<file path="src/rtl/sram_port_arbiter.sv">
// Arbitrates instruction-fetch and data ports onto one single-port SRAM.
// Data wins by default; starve_cnt forces an inst grant after STARVE_MAX data grants.
module sram_port_arbiter #(
    parameter int MEM_LAT    = 1,
    parameter int STARVE_MAX = 4
) (
    input  logic        clk,
    input  logic        resetn,
    input  logic        inst_req,
    input  logic [31:0] inst_addr,
    output logic        inst_addr_ok,
    output logic        inst_data_ok,
    output logic [31:0] inst_rdata,
    input  logic        data_req,
    input  logic        data_wr,
    input  logic [3:0]  data_wstrb,
    input  logic [31:0] data_addr,
    input  logic [31:0] data_wdata,
    output logic        data_addr_ok,
    output logic        data_data_ok,
    output logic [31:0] data_rdata,
    output logic        mem_en,
    output logic [3:0]  mem_wen,
    output logic [31:0] mem_addr,
    output logic [31:0] mem_wdata,
    input  logic [31:0] mem_rdata
);

    localparam int CW = $clog2(STARVE_MAX + 1);

    logic [MEM_LAT-1:0] vld_q, vld_d;
    logic [MEM_LAT-1:0] own_inst_q, own_inst_d;
    logic [MEM_LAT-1:0] store_q, store_d;
    logic [CW-1:0]      starve_cnt_q, starve_cnt_d;

    logic busy;
    logic grant_inst;
    logic grant_data;
    logic ret_vld;
    logic ret_inst;
    logic ret_store;

    // Only the last pipe stage may be occupied when a new grant is issued.
    always_comb begin
        busy = 1'b0;
        for (int i = 0; i < MEM_LAT - 1; i++) begin
            busy = busy | vld_q[i];
        end
    end

    always_comb begin
        grant_inst = 1'b0;
        grant_data = 1'b0;
        if (resetn && !busy) begin
            if (inst_req && data_req) begin
                if (starve_cnt_q == CW'(STARVE_MAX)) begin
                    grant_inst = 1'b1;
                end else begin
                    grant_data = 1'b1;
                end
            end else begin
                grant_inst = inst_req;
                grant_data = data_req;
            end
        end
    end

    assign ret_vld   = resetn & vld_q[MEM_LAT-1];
    assign ret_inst  = own_inst_q[MEM_LAT-1];
    assign ret_store = store_q[MEM_LAT-1];

    assign inst_addr_ok = grant_inst;
    assign data_addr_ok = grant_data;
    assign mem_en       = grant_inst | grant_data;
    assign mem_addr     = grant_inst ? inst_addr : (grant_data ? data_addr : 32'h0);
    assign mem_wen      = (grant_data && data_wr) ? data_wstrb : 4'h0;
    assign mem_wdata    = (grant_data && data_wr) ? data_wdata : 32'h0;

    assign inst_data_ok = ret_vld & ret_inst;
    assign data_data_ok = ret_vld & ~ret_inst;
    assign inst_rdata   = inst_data_ok ? mem_rdata : 32'h0;
    assign data_rdata   = (data_data_ok && !ret_store) ? mem_rdata : 32'h0;

    always_comb begin
        vld_d         = '0;
        own_inst_d    = '0;
        store_d       = '0;
        vld_d[0]      = grant_inst | grant_data;
        own_inst_d[0] = grant_inst;
        store_d[0]    = grant_data & data_wr;
        for (int i = 1; i < MEM_LAT; i++) begin
            vld_d[i]      = vld_q[i-1];
            own_inst_d[i] = own_inst_q[i-1];
            store_d[i]    = store_q[i-1];
        end
    end

    always_comb begin
        starve_cnt_d = starve_cnt_q;
        if (grant_inst) begin
            starve_cnt_d = '0;
        end else if (grant_data && inst_req && (starve_cnt_q != CW'(STARVE_MAX))) begin
            starve_cnt_d = starve_cnt_q + 1'b1;
        end
    end

    always_ff @(posedge clk) begin
        if (!resetn) begin
            vld_q        <= '0;
            own_inst_q   <= '0;
            store_q      <= '0;
            starve_cnt_q <= '0;
        end else begin
            vld_q        <= vld_d;
            own_inst_q   <= own_inst_d;
            store_q      <= store_d;
            starve_cnt_q <= starve_cnt_d;
        end
    end

endmodule

</file>
<file path="config.mk">
export PLATFORM = sky130hd
export DESIGN_NAME = sram_port_arbiter
export DESIGN_NICKNAME = d
export VERILOG_FILES = /design/src/rtl/sram_port_arbiter.sv
export SDC_FILE = /design/constraint.sdc
export NUM_CORES = 1
export LEC_CHECK = 0
export BUFFER_PORTS_ARGS = -buffer_cell sky130_fd_sc_hd__buf_2
export CORE_AREA = 2 2 105 107
export DETAILED_ROUTE_END_ITERATION = 10
export DIE_AREA = 0 0 107 109
export PLACE_DENSITY = 0.48
export SYNTH_ARGS = -nofsm -noshare
export SYNTH_HDL_FRONTEND = slang
export SYNTH_SLANG_ARGS = --single-unit
export TNS_END_PERCENT = 10
</file>
<file path="constraint.sdc">
create_clock -name clk -period 1.9 [get_ports clk]
set_clock_uncertainty 0.05 [all_clocks]
set_input_delay 0.38 -clock clk [delete_from_list [all_inputs] [get_ports clk]]
set_output_delay 0.38 -clock clk [all_outputs]
set_load 0.02 [all_outputs]
</file>
* After elaboration in Yosys (flattened, before gate mapping)
Index checks and enable logic that the tools add are counted.
** Operators by class
- Bitwise logic cells :: 7
- Mux-type cells :: 12
- Reductions and logical operators :: 7
- Add/subtract/negate cells :: 1
- Equality and inequality tests :: 2
** Operator list (number)
- two-way mux 32 bit :: 5
- two-way mux 1 bit :: 6
- logical AND 1 bit :: 5
- AND 1 bit :: 4
- two-way mux 4 bit :: 1
- adder 3 x 1 -> 3 bit, second input constant :: 1
- equality test 3 bit, second input constant :: 1
- != test 3 bit, second input constant :: 1
- inverter 1 bit :: 2
- OR reduction 2 bit :: 1
- zero test 1 bit :: 1
- bitwise OR 1 bit :: 1
** Word-level totals
- Output and inout port bits :: 137
- Register bits :: 6
- Word-level logic and storage cells :: 33

* Logic depth before layout (Yosys ltp)
- Depth after elaboration :: 6
- Gate-level depth with buffers :: 6

* Worst setup path after synthesis
No wires, ideal clock.
- Path kind :: register -> output
- Start point :: register starve_cnt_q[0]
- End point :: output port mem_wdata[23]
- Path buffers :: 1
- Stages on the path, launching flop included :: 6
- Setup slack :: 36 ps
- Required time :: 1470 ps
- Arrival :: 1434 ps
- Path through :: dfxtp_1 > inv_1 > ha_1 > a31oi_4 > buf_6 > and3_1
** On the way
- Longest elaborated chain between the ends :: 6
** RTL lines
- from (decl) :: RTL line 34 : logic [CW-1:0] starve_cnt_q, starve_cnt_d;
- from (signal assigned) :: RTL line 117 : starve_cnt_q <= starve_cnt_d;
- equality test 3 bit :: RTL line 56 : if (starve_cnt_q == CW'(STARVE_MAX)) begin
- two-way mux 1 bit :: RTL line 56
- two-way mux 1 bit :: RTL line 55 : if (inst_req && data_req) begin
- two-way mux 1 bit :: RTL line 54 : if (resetn && !busy) begin
- via data_addr_ok :: RTL line 19 : output logic data_addr_ok,
- logical AND 1 bit :: RTL line 77 : assign mem_wdata = (grant_data && data_wr) ? data_wdata : 32'h0;
- two-way mux 32 bit :: RTL line 77
- to (decl) :: RTL line 25 : output logic [31:0] mem_wdata,
The timed path passes the listed nets, and every way through them passes these cells.

* Final worst setup path
- Start point :: register starve_cnt_q[0]
- End point :: output port mem_wdata[3]
** On the way
- Longest elaborated chain between the ends :: 6
** RTL lines (RTL line)
- equality test 3 bit :: 56
- two-way mux 1 bit :: 56
- two-way mux 1 bit :: 55
- two-way mux 1 bit :: 54
- logical AND 1 bit :: 77
- two-way mux 32 bit :: 77
Every way passes these cells.

==> impl_metrics.env <==
export IMPL_status="complete, but fails checks"
export IMPL_violations="setup timing"
export IMPL_slew_violations=0
export IMPL_place_congestion=0.759
export IMPL_synth_top_cell_by_area="and2_1"
export IMPL_r2r_slack_ns=0.34
export IMPL_routed_via_density=4.16
export IMPL_power_density_nw_per_um2=284
export IMPL_startpoint_type="flop"
export IMPL_synth_area_per_cell_um2=7.32
export IMPL_slew_headroom_pct=65.2
export IMPL_peakVddDrop_uv=145
export IMPL_drc=0
export IMPL_layout_cells_most_common="buf_2"
export IMPL_hold_buffers=0
export IMPL_cp_max_fo=18
export IMPL_io_pins=274
export IMPL_swShare_pct=38.4
export IMPL_max_freq_mhz=492
export IMPL_root_buffer="clkbuf_8"
export IMPL_ys_types=24
export IMPL_grt_max_degree=38
export IMPL_hold_ws_ns=0.432
export IMPL_synth_seq_cells=6
export IMPL_die_width_um=107
export IMPL_pwr_share_seq_pct=13.6
export IMPL_synth_top_area_share_pct=29.5
export IMPL_path_delay_family="buffers and inverters"
export IMPL_num_rows=38
export IMPL_cellLeakagePower_nw=2.11
export IMPL_wl_mm=8.73
export IMPL_dr_total_vias=2489
export IMPL_cp_cell_sequence="inv_2, ha_4, a31oi_4, buf_6, clkbuf_16, and3_1, buf_6"
export IMPL_initial_core_util_pct=12.8
export IMPL_holdCritPathClass="input pin to flop"
export IMPL_drtIter0Drc=109
export IMPL_core_area_um2=10600
export IMPL_crit_type="flop to primary output"
export IMPL_post_drt_wl_per_cell_um=14.6
export IMPL_final_cell_mix="203 x buf_2, 64 x and2_1, 60 x buf_6"
export IMPL_power_switching_w=0.000380
export IMPL_synth_area_um2=1360
export IMPL_yosys_warnings=0
export IMPL_area_growth_syn_to_layout_pct=158
export IMPL_drtPass1Iterations=4
export IMPL_grt_first_pass_wirelength_mm=11.1
export IMPL_n_antenna_cell=0
export IMPL_r2r_start="starve_cnt_q[1]$_SDFFE_PP0P_"
export IMPL_crit_path_end="mem_wdata[3]"
export IMPL_cts_max_level=1
export IMPL_fin_crit_ns=2.03
export IMPL_finalHoldViolations=0
export IMPL_cp_slowest_cell="dfxtp_2"
export IMPL_die_y_um=109
export IMPL_drive_gt1_share_pct=67.3
export IMPL_worst_pin_slew_ns=0.522
export IMPL_track_usage_pct=12.1
export IMPL_crit_start="starve_cnt_q[0]$_SDFFE_PP0P_"
export IMPL_path_buf_inv=4
export IMPL_power_frac_clock_pct=19.2
export IMPL_ant_nets=0
export IMPL_ctsLongestPathBuffers=2
export IMPL_cts_buffers_inserted=3
export IMPL_dp_hpwl_mm=6.88
export IMPL_cp_common_cell="buf_6"
export IMPL_wl_met1_mm=3.12
export IMPL_slowest_delay_ns=0.32
export IMPL_path_depth=7
export IMPL_crit_required_ns=1.47
export IMPL_die_area_um2=11700
export IMPL_dr_wl_met2_mm=4.74
export IMPL_place_ws_ns=-0.0683
export IMPL_max_cap_violations=0
export IMPL_wl_met3_um=852
export IMPL_fin_nets=600
export IMPL_finalCritPeriodShare_pct=107
export IMPL_p_comb_share_pct=67.2
export IMPL_final_util_pct=32.9
export IMPL_clock_sinks=6
export IMPL_grt_antenna_before_repair=0
export IMPL_cts_tree="yes"
export IMPL_synth_nets=324
export IMPL_n_fill_cell=1119
export IMPL_yosysSeqAreaShare_pct=8.86
export IMPL_cp_end_kind="primary output"
export IMPL_io_buffers=273
export IMPL_clk_insertion_delay_late_ns=0.22
export IMPL_cts_reportedPaths_clkPinSlew_ns=0.04
export IMPL_r2r_cells=7
export IMPL_power_internal_w=0.000610
export IMPL_rsz0062_at_grt="true"
export IMPL_grt_pass1_vias=2214
export IMPL_worst_slack_ns=-0.131
export IMPL_synthCells=185
export IMPL_arrival_ns=1.60
export IMPL_setup_violations=69
export IMPL_synthTopCellsByArea="and2_1 30%, a22o_1 21%, and3_1 17%, dfxtp_1 8.9%, buf_6 5.8%"
export IMPL_grt_overflow=0
export IMPL_top_layer_used="met4"
export IMPL_r2r_end="vld_q$_SDFF_PN0_"
==> worst reg2reg max path: stages (launching register included) <==
cell and delay [ns]:
dfxtp_2 0.31, inv_2 0.07, ha_4 0.16, a31oi_4 0.09
buf_6 0.16, buf_16 0.16, buf_4 0.15, or2_2 0.29
==> worst min path at each step <==
stage	start	to	slack, ns	cells past startpoint
global route	data_req	starve_cnt_q[2]$_SDFFE_PP0P_	0.46	3
global placement	starve_cnt_q[0]$_SDFFE_PP0P_	starve_cnt_q[0]$_SDFFE_PP0P_	0.49	3
floorplan	starve_cnt_q[1]$_SDFFE_PP0P_	starve_cnt_q[1]$_SDFFE_PP0P_	0.41	2
finish	data_req	starve_cnt_q[2]$_SDFFE_PP0P_	0.43	3
detailed placement	starve_cnt_q[0]$_SDFFE_PP0P_	starve_cnt_q[0]$_SDFFE_PP0P_	0.50	3
CTS	data_req	starve_cnt_q[2]$_SDFFE_PP0P_	0.43	3
==> per-layer routing <==
layer  track usage, %  up-vias
met1             13.5     1108
met2             24.2      179
li1                 -     1200
met4             1.30        0
met3             2.57        2
met5                0        -
==> area by class of cell <==
cell class | count | area, um^2 | area share, %
repair buffers | 290 | 2020 | 57.9
flip-flops and latches | 6 | 123 | 3.51
multi-input cells | 157 | 1120 | 32.1
well taps | 140 | 175 | 5.02
clock buffers | 3 | 41.3 | 1.18
inverters | 3 | 11.3 | 0.323
==> power by group through the flow <==
stage / clock, W / sequential, W / combinational [W]
global placement: 0 / 0.000136 / 0.000539
detailed placement: 0 / 0.000136 / 0.000542
finish: 0.000190 / 0.000135 / 0.000665
floorplan: 0 / 0.000136 / 0.000272
CTS: 0.000196 / 0.000135 / 0.000600
global route: 0.000204 / 0.000135 / 0.000708
==> metrics by stage <==
step / std cells / TNS [ns] / power (W) / area (um^2)
after floorplan: 185 / 0 / 0.000408 / 1360
after CTS: 596 / -8.14 / 0.000931 / 3170
after global placement: 589 / -0.506 / 0.000675 / 2890
after global routing: 599 / -11.54 / 0.00105 / 3490
after detailed placement: 589 / -1.26 / 0.000678 / 2890
final: 599 / -6.40 / 0.000990 / 3490
==> synth_stat cells (all sizes together) <==
| cell type | n |
|---|---|
| ha | 2 |
| nand2 | 5 |
| clkbuf | 8 |
| o21ai | 1 |
| nor3 | 1 |
| dfxtp | 6 |
| a21boi | 4 |
| a22o | 32 |
| and2 | 65 |
| and3 | 37 |
| or2 | 2 |
| nand3 | 2 |
| nor3b | 1 |
| a31oi | 1 |
| nor2 | 3 |
| inv | 3 |
| buf | 11 |
| nand4b | 1 |
==> cells by family (layout without fill, tap and decap cells) <==
logic type	Yosys count	in the layout	synth area share [%]
AND/OR/NAND/NOR	117	117	53.8
AO/OA/AOI/OAI	38	38	25.1
buffers and inverters	22	296	10.3
flip-flops	6	6	8.86
adder cells (fa/ha/maj)	2	2	1.85
==> flip-flops by register name, summed over array words and instances, names as in the netlist <==
| signal | count |
|---|---|
| ret_store | 1 |
| starve_cnt_q | 3 |
| own_inst_q | 1 |
| vld_q | 1 |
==> timing repair <==
| item | in CTS | in global routing |
|---|---|---|
| pin swaps | 2 | 26 |
| endpoints found under the hold margin | 0 | 0 |
| gates cloned | 2 | 2 |
| buffers inserted | 2 | 1 |
| setup endpoints to repair | 71 | 70 |
| resized for setup | 66 | 75 |
No activity file was read; power rests on OpenSTA's default activity.
